### config.mk
export PLATFORM = sky130hd
export DESIGN_NAME = iob2axil_bridge_flat
export DESIGN_NICKNAME = d
export VERILOG_FILES = /design/src/rtl/iob2axil_bridge_if.sv /design/src/rtl/iob2axil_bridge.sv /design/src/flat_wrapper.sv
export SDC_FILE = /design/constraint.sdc
export NUM_CORES = 1
export LEC_CHECK = 0
export BUFFER_PORTS_ARGS = -buffer_cell sky130_fd_sc_hd__buf_4
export CAP_MARGIN = 25
export CORE_UTILIZATION = 40
export DETAILED_ROUTE_END_ITERATION = 12
export MAX_ROUTING_LAYER = met4
export PLACE_DENSITY = 0.73
export SKIP_CTS_REPAIR_TIMING = 1
export SYNTH_ARGS = -nofsm -noshare
export SYNTH_HDL_FRONTEND = slang
export SYNTH_SLANG_ARGS = --single-unit
### constraint.sdc
create_clock -name clk_i -period 2.5 [get_ports clk_i]
set_input_delay 0.25 -clock clk_i [delete_from_list [all_inputs] [get_ports clk_i]]
set_output_delay 0.25 -clock clk_i [all_outputs]
set_load 0.05 [all_outputs]
### src/rtl/iob2axil_bridge_if.sv
// IOb request/response channel and AXI4-Lite master channels of the iob2axil bridge.
// master = bridge view, slave = requester plus AXI4-Lite target view.
interface iob2axil_bridge_if #(
  parameter int AXIL_ADDR_W = 21,
  parameter int AXIL_DATA_W = 32,
  parameter int ADDR_W      = AXIL_ADDR_W,
  parameter int DATA_W      = AXIL_DATA_W
);
  logic                     iob_valid_i;
  logic [ADDR_W-1:0]        iob_addr_i;
  logic [DATA_W-1:0]        iob_wdata_i;
  logic [DATA_W/8-1:0]      iob_wstrb_i;
  logic                     iob_ready_o;
  logic                     iob_rvalid_o;
  logic [DATA_W-1:0]        iob_rdata_o;
  logic                     iob_wack_o;
  logic                     iob_err_o;

  logic                     axil_awvalid_o;
  logic                     axil_awready_i;
  logic [AXIL_ADDR_W-1:0]   axil_awaddr_o;
  logic [2:0]               axil_awprot_o;
  logic                     axil_wvalid_o;
  logic                     axil_wready_i;
  logic [AXIL_DATA_W-1:0]   axil_wdata_o;
  logic [AXIL_DATA_W/8-1:0] axil_wstrb_o;
  logic                     axil_bvalid_i;
  logic                     axil_bready_o;
  logic [1:0]               axil_bresp_i;
  logic                     axil_arvalid_o;
  logic                     axil_arready_i;
  logic [AXIL_ADDR_W-1:0]   axil_araddr_o;
  logic [2:0]               axil_arprot_o;
  logic                     axil_rvalid_i;
  logic                     axil_rready_o;
  logic [AXIL_DATA_W-1:0]   axil_rdata_i;
  logic [1:0]               axil_rresp_i;

  modport master (
    input  iob_valid_i, iob_addr_i, iob_wdata_i, iob_wstrb_i,
    output iob_ready_o, iob_rvalid_o, iob_rdata_o, iob_wack_o, iob_err_o,
    output axil_awvalid_o, axil_awaddr_o, axil_awprot_o,
    input  axil_awready_i,
    output axil_wvalid_o, axil_wdata_o, axil_wstrb_o,
    input  axil_wready_i,
    input  axil_bvalid_i, axil_bresp_i,
    output axil_bready_o,
    output axil_arvalid_o, axil_araddr_o, axil_arprot_o,
    input  axil_arready_i,
    input  axil_rvalid_i, axil_rdata_i, axil_rresp_i,
    output axil_rready_o
  );

  modport slave (
    output iob_valid_i, iob_addr_i, iob_wdata_i, iob_wstrb_i,
    input  iob_ready_o, iob_rvalid_o, iob_rdata_o, iob_wack_o, iob_err_o,
    input  axil_awvalid_o, axil_awaddr_o, axil_awprot_o,
    output axil_awready_i,
    input  axil_wvalid_o, axil_wdata_o, axil_wstrb_o,
    output axil_wready_i,
    output axil_bvalid_i, axil_bresp_i,
    input  axil_bready_o,
    input  axil_arvalid_o, axil_araddr_o, axil_arprot_o,
    output axil_arready_i,
    output axil_rvalid_i, axil_rdata_i, axil_rresp_i,
    input  axil_rready_o
  );
endinterface

### src/rtl/iob2axil_bridge.sv
// IOb slave to AXI4-Lite master bridge, one transaction outstanding, optional response timeout.
// Completion pulses are combinational from B/R so write and read complete 2 cycles after accept.
module iob2axil_bridge #(
  parameter int         AXIL_ADDR_W = 21,
  parameter int         AXIL_DATA_W = 32,
  parameter int         ADDR_W      = AXIL_ADDR_W,
  parameter int         DATA_W      = AXIL_DATA_W,
  parameter logic [2:0] PROT        = 3'd2,
  parameter int         TIMEOUT_W   = 8
) (
  input  logic               clk_i,
  input  logic               rst_n_i,
  iob2axil_bridge_if.master  bus
);

  localparam int STRB_W = DATA_W / 8;
  localparam int CNT_W  = (TIMEOUT_W > 0) ? TIMEOUT_W : 1;

  typedef enum logic [2:0] {
    IDLE  = 3'd0,
    WR    = 3'd1,
    WRESP = 3'd2,
    RADDR = 3'd3,
    RDATA = 3'd4
  } state_t;

  state_t             state;
  logic               ready_q;
  logic               awvalid_q;
  logic               wvalid_q;
  logic               bready_q;
  logic               arvalid_q;
  logic               rready_q;
  logic               aw_done;
  logic               w_done;
  logic [ADDR_W-1:0]  addr_q;
  logic [DATA_W-1:0]  wdata_q;
  logic [STRB_W-1:0]  wstrb_q;
  logic [CNT_W-1:0]   cnt;

  logic accept;
  logic is_wr;
  logic aw_fire;
  logic w_fire;
  logic b_fire;
  logic r_fire;
  logic tmo;

  assign accept  = bus.iob_valid_i & bus.iob_ready_o;
  assign is_wr   = |bus.iob_wstrb_i;
  assign aw_fire = awvalid_q & bus.axil_awready_i;
  assign w_fire  = wvalid_q & bus.axil_wready_i;
  assign b_fire  = bready_q & bus.axil_bvalid_i;
  assign r_fire  = rready_q & bus.axil_rvalid_i;

  // The counter only advances while a response is awaited, so it can never abort a pending AW/W/AR.
  generate
    if (TIMEOUT_W > 0) begin : g_tmo
      assign tmo = (bready_q | rready_q) & (&cnt);
    end else begin : g_no_tmo
      assign tmo = 1'b0;
    end
  endgenerate

  always_ff @(posedge clk_i) begin
    if (!rst_n_i) begin
      state     <= IDLE;
      ready_q   <= 1'b1;
      awvalid_q <= 1'b0;
      wvalid_q  <= 1'b0;
      bready_q  <= 1'b0;
      arvalid_q <= 1'b0;
      rready_q  <= 1'b0;
      aw_done   <= 1'b0;
      w_done    <= 1'b0;
      cnt       <= '0;
      addr_q    <= '0;
      wdata_q   <= '0;
      wstrb_q   <= '0;
    end else begin
      case (state)
        IDLE: begin
          if (accept) begin
            addr_q  <= bus.iob_addr_i;
            wdata_q <= bus.iob_wdata_i;
            wstrb_q <= bus.iob_wstrb_i;
            ready_q <= 1'b0;
            if (is_wr) begin
              state     <= WR;
              awvalid_q <= 1'b1;
              wvalid_q  <= 1'b1;
              aw_done   <= 1'b0;
              w_done    <= 1'b0;
            end else begin
              state     <= RADDR;
              arvalid_q <= 1'b1;
            end
          end
        end

        WR: begin
          if (aw_fire) begin
            awvalid_q <= 1'b0;
            aw_done   <= 1'b1;
          end
          if (w_fire) begin
            wvalid_q <= 1'b0;
            w_done   <= 1'b1;
          end
          if ((aw_done | aw_fire) & (w_done | w_fire)) begin
            state    <= WRESP;
            bready_q <= 1'b1;
            cnt      <= '0;
          end
        end

        WRESP: begin
          cnt <= cnt + CNT_W'(1);
          if (bus.axil_bvalid_i | tmo) begin
            state    <= IDLE;
            bready_q <= 1'b0;
            ready_q  <= 1'b1;
            aw_done  <= 1'b0;
            w_done   <= 1'b0;
          end
        end

        RADDR: begin
          if (bus.axil_arready_i) begin
            state     <= RDATA;
            arvalid_q <= 1'b0;
            rready_q  <= 1'b1;
            cnt       <= '0;
          end
        end

        RDATA: begin
          cnt <= cnt + CNT_W'(1);
          if (bus.axil_rvalid_i | tmo) begin
            state    <= IDLE;
            rready_q <= 1'b0;
            ready_q  <= 1'b1;
          end
        end

        default: begin
          state     <= IDLE;
          ready_q   <= 1'b1;
          awvalid_q <= 1'b0;
          wvalid_q  <= 1'b0;
          bready_q  <= 1'b0;
          arvalid_q <= 1'b0;
          rready_q  <= 1'b0;
        end
      endcase
    end
  end

  assign bus.iob_ready_o    = ready_q & rst_n_i;
  assign bus.axil_awvalid_o = awvalid_q;
  assign bus.axil_awaddr_o  = AXIL_ADDR_W'(addr_q);
  assign bus.axil_awprot_o  = PROT;
  assign bus.axil_wvalid_o  = wvalid_q;
  assign bus.axil_wdata_o   = AXIL_DATA_W'(wdata_q);
  assign bus.axil_wstrb_o   = wstrb_q;
  assign bus.axil_bready_o  = bready_q;
  assign bus.axil_arvalid_o = arvalid_q;
  assign bus.axil_araddr_o  = AXIL_ADDR_W'(addr_q);
  assign bus.axil_arprot_o  = PROT;
  assign bus.axil_rready_o  = rready_q;

  // Reset gates the completion outputs so an aborted transaction never reports back.
  assign bus.iob_wack_o   = rst_n_i & bready_q & (bus.axil_bvalid_i | tmo);
  assign bus.iob_rvalid_o = rst_n_i & rready_q & (bus.axil_rvalid_i | tmo);
  assign bus.iob_err_o    = rst_n_i & ((bready_q & (bus.axil_bvalid_i ? (|bus.axil_bresp_i) : tmo)) |
                                       (rready_q & (bus.axil_rvalid_i ? (|bus.axil_rresp_i) : tmo)));
  assign bus.iob_rdata_o  = (rst_n_i & r_fire) ? DATA_W'(bus.axil_rdata_i) : '0;

endmodule

### src/flat_wrapper.sv
// flat-port wrapper written by rule: the top's interface ports become plain ports
module iob2axil_bridge_flat 
#(
  parameter int         AXIL_ADDR_W = 21,
  parameter int         AXIL_DATA_W = 32,
  parameter int         ADDR_W      = AXIL_ADDR_W,
  parameter int         DATA_W      = AXIL_DATA_W,
  parameter logic [2:0] PROT        = 3'd2,
  parameter int         TIMEOUT_W   = 8
)
  (clk_i, rst_n_i, bus_iob_valid_i, bus_iob_addr_i, bus_iob_wdata_i, bus_iob_wstrb_i, bus_iob_ready_o, bus_iob_rvalid_o, bus_iob_rdata_o, bus_iob_wack_o, bus_iob_err_o, bus_axil_awvalid_o, bus_axil_awaddr_o, bus_axil_awprot_o, bus_axil_awready_i, bus_axil_wvalid_o, bus_axil_wdata_o, bus_axil_wstrb_o, bus_axil_wready_i, bus_axil_bvalid_i, bus_axil_bresp_i, bus_axil_bready_o, bus_axil_arvalid_o, bus_axil_araddr_o, bus_axil_arprot_o, bus_axil_arready_i, bus_axil_rvalid_i, bus_axil_rdata_i, bus_axil_rresp_i, bus_axil_rready_o);
  iob2axil_bridge_if #(.AXIL_ADDR_W(AXIL_ADDR_W), .AXIL_DATA_W(AXIL_DATA_W), .ADDR_W(ADDR_W), .DATA_W(DATA_W)) bus_i ();
  input  logic clk_i;
  input  logic rst_n_i;
  input wire logic [$bits(bus_i.iob_valid_i)-1:0] bus_iob_valid_i;
  input wire logic [$bits(bus_i.iob_addr_i)-1:0] bus_iob_addr_i;
  input wire logic [$bits(bus_i.iob_wdata_i)-1:0] bus_iob_wdata_i;
  input wire logic [$bits(bus_i.iob_wstrb_i)-1:0] bus_iob_wstrb_i;
  output wire logic [$bits(bus_i.iob_ready_o)-1:0] bus_iob_ready_o;
  output wire logic [$bits(bus_i.iob_rvalid_o)-1:0] bus_iob_rvalid_o;
  output wire logic [$bits(bus_i.iob_rdata_o)-1:0] bus_iob_rdata_o;
  output wire logic [$bits(bus_i.iob_wack_o)-1:0] bus_iob_wack_o;
  output wire logic [$bits(bus_i.iob_err_o)-1:0] bus_iob_err_o;
  output wire logic [$bits(bus_i.axil_awvalid_o)-1:0] bus_axil_awvalid_o;
  output wire logic [$bits(bus_i.axil_awaddr_o)-1:0] bus_axil_awaddr_o;
  output wire logic [$bits(bus_i.axil_awprot_o)-1:0] bus_axil_awprot_o;
  input wire logic [$bits(bus_i.axil_awready_i)-1:0] bus_axil_awready_i;
  output wire logic [$bits(bus_i.axil_wvalid_o)-1:0] bus_axil_wvalid_o;
  output wire logic [$bits(bus_i.axil_wdata_o)-1:0] bus_axil_wdata_o;
  output wire logic [$bits(bus_i.axil_wstrb_o)-1:0] bus_axil_wstrb_o;
  input wire logic [$bits(bus_i.axil_wready_i)-1:0] bus_axil_wready_i;
  input wire logic [$bits(bus_i.axil_bvalid_i)-1:0] bus_axil_bvalid_i;
  input wire logic [$bits(bus_i.axil_bresp_i)-1:0] bus_axil_bresp_i;
  output wire logic [$bits(bus_i.axil_bready_o)-1:0] bus_axil_bready_o;
  output wire logic [$bits(bus_i.axil_arvalid_o)-1:0] bus_axil_arvalid_o;
  output wire logic [$bits(bus_i.axil_araddr_o)-1:0] bus_axil_araddr_o;
  output wire logic [$bits(bus_i.axil_arprot_o)-1:0] bus_axil_arprot_o;
  input wire logic [$bits(bus_i.axil_arready_i)-1:0] bus_axil_arready_i;
  input wire logic [$bits(bus_i.axil_rvalid_i)-1:0] bus_axil_rvalid_i;
  input wire logic [$bits(bus_i.axil_rdata_i)-1:0] bus_axil_rdata_i;
  input wire logic [$bits(bus_i.axil_rresp_i)-1:0] bus_axil_rresp_i;
  output wire logic [$bits(bus_i.axil_rready_o)-1:0] bus_axil_rready_o;
  assign bus_i.iob_valid_i = bus_iob_valid_i;
  assign bus_i.iob_addr_i = bus_iob_addr_i;
  assign bus_i.iob_wdata_i = bus_iob_wdata_i;
  assign bus_i.iob_wstrb_i = bus_iob_wstrb_i;
  assign bus_iob_ready_o = bus_i.iob_ready_o;
  assign bus_iob_rvalid_o = bus_i.iob_rvalid_o;
  assign bus_iob_rdata_o = bus_i.iob_rdata_o;
  assign bus_iob_wack_o = bus_i.iob_wack_o;
  assign bus_iob_err_o = bus_i.iob_err_o;
  assign bus_axil_awvalid_o = bus_i.axil_awvalid_o;
  assign bus_axil_awaddr_o = bus_i.axil_awaddr_o;
  assign bus_axil_awprot_o = bus_i.axil_awprot_o;
  assign bus_i.axil_awready_i = bus_axil_awready_i;
  assign bus_axil_wvalid_o = bus_i.axil_wvalid_o;
  assign bus_axil_wdata_o = bus_i.axil_wdata_o;
  assign bus_axil_wstrb_o = bus_i.axil_wstrb_o;
  assign bus_i.axil_wready_i = bus_axil_wready_i;
  assign bus_i.axil_bvalid_i = bus_axil_bvalid_i;
  assign bus_i.axil_bresp_i = bus_axil_bresp_i;
  assign bus_axil_bready_o = bus_i.axil_bready_o;
  assign bus_axil_arvalid_o = bus_i.axil_arvalid_o;
  assign bus_axil_araddr_o = bus_i.axil_araddr_o;
  assign bus_axil_arprot_o = bus_i.axil_arprot_o;
  assign bus_i.axil_arready_i = bus_axil_arready_i;
  assign bus_i.axil_rvalid_i = bus_axil_rvalid_i;
  assign bus_i.axil_rdata_i = bus_axil_rdata_i;
  assign bus_i.axil_rresp_i = bus_axil_rresp_i;
  assign bus_axil_rready_o = bus_i.axil_rready_o;
  iob2axil_bridge #(.AXIL_ADDR_W(AXIL_ADDR_W), .AXIL_DATA_W(AXIL_DATA_W), .ADDR_W(ADDR_W), .DATA_W(DATA_W), .PROT(PROT), .TIMEOUT_W(TIMEOUT_W)) u_core (.clk_i(clk_i), .rst_n_i(rst_n_i), .bus(bus_i));
endmodule
Yosys cells after proc, flatten, opt, wreduce, memory -nomap -nowiden:

Cells that the tools add are included.

* eq/ne operators: 13
* add/subtract/negate cells: 1
* reduce and logical (&&, ||, !) cells: 24
* multiplexer cells: 39
* bitwise operators: 26

Operator list (count)
* 32-bit two-way mux: 1
* 8-bit one-hot mux with 3 select lines: 1
* 1-bit one-hot mux with 3 select lines: 7
* 1-bit two-way mux: 20
* 8-bit two-way mux: 2
* 4-bit AND reduction: 4
* 1-bit AND: 15
* 3-bit two-way mux: 5
* 3-bit one-hot mux with 5 select lines: 1
* 5-bit AND reduction: 3
* 2-bit by 1-bit inequality test with 1-bit output (second input constant): 7
* 3-bit OR reduction: 4
* 3-bit AND reduction: 3
* 8-bit by 1-bit adder with 8-bit output (second input constant): 1
* 8-bit AND reduction: 1
* 2-bit OR reduction: 4
* 3-bit by 2-bit == test with 1-bit output (second input constant): 2
* 1-bit bitwise OR: 6
* 3-bit nonzero test: 2
* 1-bit inverter: 5
* 2-bit inequality test (second input constant): 2
* 1-bit one-hot mux with 4 select lines: 1
* 4-bit OR reduction: 1
* 3-bit by 1-bit == test with 1-bit output (second input constant): 1
* other kinds (4): 4

* input port bits: 101
* flip-flop bits (word level): 76
* output and inout port bits: 125
* word-level logic and storage cells: 116

Longest topological paths before layout:

* word-level depth: 6
* gate-level depth with buffers: 8
* depth with buffers taken out: 6

Worst setup path after synthesis:

Ideal clock, no wire load.

* kind: flip-flop to output port
* start: reg u_core.rready_q, in the netlist u_core.bus.axil_rready_o
* end: out bus_iob_err_o
* data required time: 2.250 ns
* stages on the path, launching flop included: 5
* path buffers: 0
* arrival time: 2.314 ns
* setup slack: -0.064 ns
* cells stage by stage: dfxtp_1 > o211a_1 > a31oi_1 > nor2_1 > a22o_1

* word-level cells in the longest chain between the ends: 6
* elaborated cells on any way between the ends: 8
* those cells by class: 2 x mux; 6 x bitwise

RTL lines
* start: declaration: line iob2axil_bridge.sv:33 `logic rready_q;`
* start signal: assignment: line iob2axil_bridge.sv:73 `rready_q <= 1'b0;`
* start signal: assignment: line iob2axil_bridge.sv:132 `rready_q <= 1'b1;`
* start signal: assignment: line iob2axil_bridge.sv:141 `rready_q <= 1'b0;`
* 1-bit bitwise OR: line iob2axil_bridge.sv:59 `assign tmo = (bready_q | rready_q) & (&cnt);`
* 1-bit AND: line iob2axil_bridge.sv:59
* 1-bit two-way mux, on equally long branches: line iob2axil_bridge.sv:175, iob2axil_bridge.sv:176
* 1-bit AND, on equally long branches: line iob2axil_bridge.sv:175, iob2axil_bridge.sv:176
* 1-bit bitwise OR *: line iob2axil_bridge.sv:175 `assign bus.iob_err_o = rst_n_i & ((bready_q & (bus.axil_bvalid_i ? (|bus.axil_bresp_i) : tmo)) |`
* 1-bit AND *: line iob2axil_bridge.sv:175
* end: declaration: line flat_wrapper.sv:23 `output wire logic [$bits(bus_i.iob_err_o)-1:0] bus_iob_err_o;`

Every way passes the cells marked *; elsewhere a longest branch is shown, timed or not.

Final worst setup path:

* start: reg u_core.cnt[0]
* end: out bus_iob_err_o

* word-level cells in the longest chain between the ends: 6
* elaborated cells on any way between the ends: 8
* those cells by class: 2 x mux; 5 x bitwise; 1 x reduce/logical

RTL lines
* start: declaration: line iob2axil_bridge.sv:39 `logic [CNT_W-1:0] cnt;`
* start signal: assignment: line iob2axil_bridge.sv:118 `cnt <= cnt + CNT_W'(1);`
* start signal: assignment: line iob2axil_bridge.sv:138 `cnt <= cnt + CNT_W'(1);`
* 8-bit AND reduction *: line iob2axil_bridge.sv:59
* 1-bit AND *: line iob2axil_bridge.sv:59
* 1-bit two-way mux, on equally long branches: line iob2axil_bridge.sv:175, iob2axil_bridge.sv:176
* 1-bit AND, on equally long branches: line iob2axil_bridge.sv:175, iob2axil_bridge.sv:176
* 1-bit bitwise OR *: line iob2axil_bridge.sv:175
* 1-bit AND *: line iob2axil_bridge.sv:175

Marks and branches as above.

==> summary.md <==
The run finished with clean final reports. Setup violations remaining at the end of the flow were counted as 0. The clock latency on the worst-skew pair was 0.33 ns; the data required time of the worst path was 2.25 ns. Setup repair after global routing left no endpoint under its margin.

The final clock skew is 0.00890 ns. STA classifies the critical path startpoint as a flop. The minimum clock period is 2.24 ns. In the layout the commonest cells are 224 x buf_4, 130 x nand2_1, 76 x dfxtp_1, 56 x a21boi_0, 33 x and2_1.

The cell area after synthesis is 0.00362 sq mm. The via count of the first global-routing pass came out at 3273. The deepest level of the CTS H-tree is 3.

From left edge to right edge, the die measures 97.2 um. In the synthesized netlist the dominant register cell turns out to be dfxtp_1. The number of search-and-repair iterations in the first detailed-routing pass came out at 4. The first routing iteration left 138 violations. The detailed-route vias per instance is 4.81, and the maximum buffer depth of the clock tree is 2. The number of warning messages in the yosys log came out at 0. The clock sink count was 76. Leaving out fill and tap cells, the most frequent cell in the layout is buf_4. Most area-hungry cell type in the Yosys netlist: dfxtp_1. Across all register-to-register paths, the minimum setup slack is 0.52 ns. The leakage power summed over all cells was 2.43 nW; the filler cell count was 802. The biggest fanout along the worst timing path is 5.

The tools report the final routed wirelength across all metal layers as 10600 um. The run gives 0.00944 sq mm as the area enclosed by the die boundary. Power spread over the standard cell area amounts to 495 mW/mm^2.

For this design, the slowest cell found on the critical path is a31oi_1. Of the cells placed in the final design, the portion with a size suffix greater than 1 is 38.8%. For the pin with the worst max-slew slack, the measured transition is 0.761 ns. The wire length per cell after detailed routing was 14.2 um; the starting density of the core was 41.3%. The final cell count without fillers was 750.

The final RePlAce weighted congestion is 0.852, and the number of rows in the core area is 34. Port buffering added 219 buffers. The run gives 0.00152 sq mm as the sequential cell area in the final layout. The worst setup path is of the reg2out kind. In the routed design, unresolved DRC markers number 0. The min-delay analysis places its worst path in the category in2reg. The synthesis-to-layout area growth is 47.0%, and the top-level port count is 226.

The repair_antennas step left the layout with diodes totalling 0. The number of maximum-capacitance violations came out at 0. The fraction of the cycle the final worst path needs was 89.6%. The tools report the total placed cells including tap cells as 735.

Synthesis produced 454 cells. Traced cell by cell, the critical path runs through ha_1 > o211a_1 > a31oi_1 > nor2_2 > a22o_1 > buf_4. Buffers inserted during clock tree synthesis total 9. The post-synthesis average cell area was 7.98 sq um; the first-pass GRT wire length was 16700 um. The synthesized design contains 0 enable-type register cells. The worst-case vdd ir drop was 424 uV.

In the final timing run, aggregate negative setup slack is 0 ns. For the critical path data arrival time, the log shows 1.99 ns. The worst setup path is captured at an output pin.

The register area share after synthesis is 42.0%. Entering global routing, the biggest net connects 45 pins. After clock tree synthesis, the clock-pin slew on the worst setup and hold paths is 0.08 ns. Summing over every cut layer, the via total after detailed routing is 3606. The final count of hold timing violations is 0, and the core area is 0.00876 sq mm.

For the overflow left after global routing, the log shows 0. Based on the critical path, the design can be clocked at up to 446 MHz. For the total track usage, the log shows 22.5%. The count of nets left with antenna violations after detail routing is 0.

After synthesis, the largest area contributor takes up 42.0% of total cell area. The final layout contains 740 nets. The number of antenna violations at the first check in global routing was 0. Vertical extent of the die: 97.2 um. The clock root buffer master was clkbuf_8.

After synthesis, the cell types taking the most area are dfxtp_1 42%, nand2_1 14%, a21boi_0 12%. In this design, the stage delay of the slowest critical-path cell is 0.39 ns. The area of the multi-input gates is 0.00176 sq mm. Final-report max-slew violation count: 0. The share of async-settable or async-resettable flops after synthesis came out at 0%. TritonCTS built the clock tree. For the worst slew margin relative to its limit, the log shows 49.3%. After synthesis, the netlist uses 44 different library cells. The run gives 8150 um as the placed wire-length estimate. In this run, synthesis produced a sequential element count of 76.
-- cell families after synthesis --
kind of cell / after synthesis / share of synthesized area, %
other cells: 2 / 0.207
fa+ha+maj: 1 / 0.345
compound gates: 100 / 20.1
simple gates: 207 / 25.7
flops: 76 / 42.0
xor+xnor: 7 / 1.69
buf+inv: 61 / 10.0
-- final timing paths --
kind	startpoint	endpoint	depth (start not counted)
max	u_core.cnt[0]	bus_iob_err_o	6
max reg2reg	u_core.state[0]	u_core.cnt[4]	5
min	bus_iob_addr_i[12]	u_core.bus.axil_araddr_o[12]	3
min reg2reg	u_core.bus.axil_wdata_o[3]	u_core.bus.axil_wdata_o[3]	2
-- routing by layer --
metal | up-vias | GRT usage, % | share of wire (%)
li1 | 1823 | - | -
met1 | 1631 | 28.5 | 45
met2 | 142 | 35.8 | 48
met3 | 10 | 5.90 | 5.6
met4 | 0 | 5.63 | 1.4
met5 | - | - | 0
-- cell type report --
type / count / share of cell area (%)
sequential: 76 / 28.6
clock buffer: 9 / 2.33
tap: 108 / 2.54
timing repair buffer: 225 / 31.9
inverter: 5 / 0.352
multi-input combinational: 321 / 33.1
clock inverter: 6 / 1.22
-- sequential cells by signal, indices dropped and copies added (netlist names) --
signal	count
u_core.bus.axil_wdata_o	32
u_core.bus.axil_araddr_o	21
u_core.cnt	8
u_core.bus.axil_wstrb_o	4
u_core.state	3
u_core.aw_done	1
u_core.bus.axil_arvalid_o	1
u_core.bus.axil_awvalid_o	1
u_core.bus.axil_bready_o	1
u_core.bus.axil_rready_o	1
u_core.bus.axil_wvalid_o	1
u_core.ready_q	1
u_core.w_done	1
-- critical path, delay by kind of cell, from the launching register on --
kind	cells	cell delay (ns)
fa+ha+maj	1	0.26
flops	1	0.36
buf+inv	1	0.19
simple gates	1	0.09
compound gates	3	0.76
-- synth_stat cells, drive strengths merged (2+ instances only) --
cell type / count
a211oi: 2
a21boi: 58
a21oi: 12
a31oi: 3
and2: 34
and3: 4
buf: 41
clkbuf: 15
conb: 2
dfxtp: 76
inv: 5
nand2: 131
nand2b: 2
nand3: 5
nor2: 18
nor3: 4
o211a: 3
o211ai: 3
o21ai: 9
o311a: 2
or4: 2
xnor2: 7
-- metrics by stage --
stage,utilization (%),instance area (sq um),hold slack (ns),worst slack [ns],total power [W]
finish,60.8,5330,0.166,0.260,0.00263
global route,60.8,5330,0.139,0.159,0.00276
CTS,60.8,5330,0.145,0.276,0.00267
detailed placement,58.6,5140,0.457,0.487,0.00177
global placement,58.6,5140,0.443,0.585,0.00177
floorplan,-,3640,0.385,0.188,0.00158
-- power by group --
| part | internal (W) | switching, W | leakage, nW |
|---|---|---|---|
| Combinational | 0.000194 | 0.000280 | 1.72 |
| Sequential | 0.00124 | 0.0000257 | 0.616 |
| Clock | 0.000457 | 0.000434 | 0.0955 |
(Power assumes the default switching activity.)
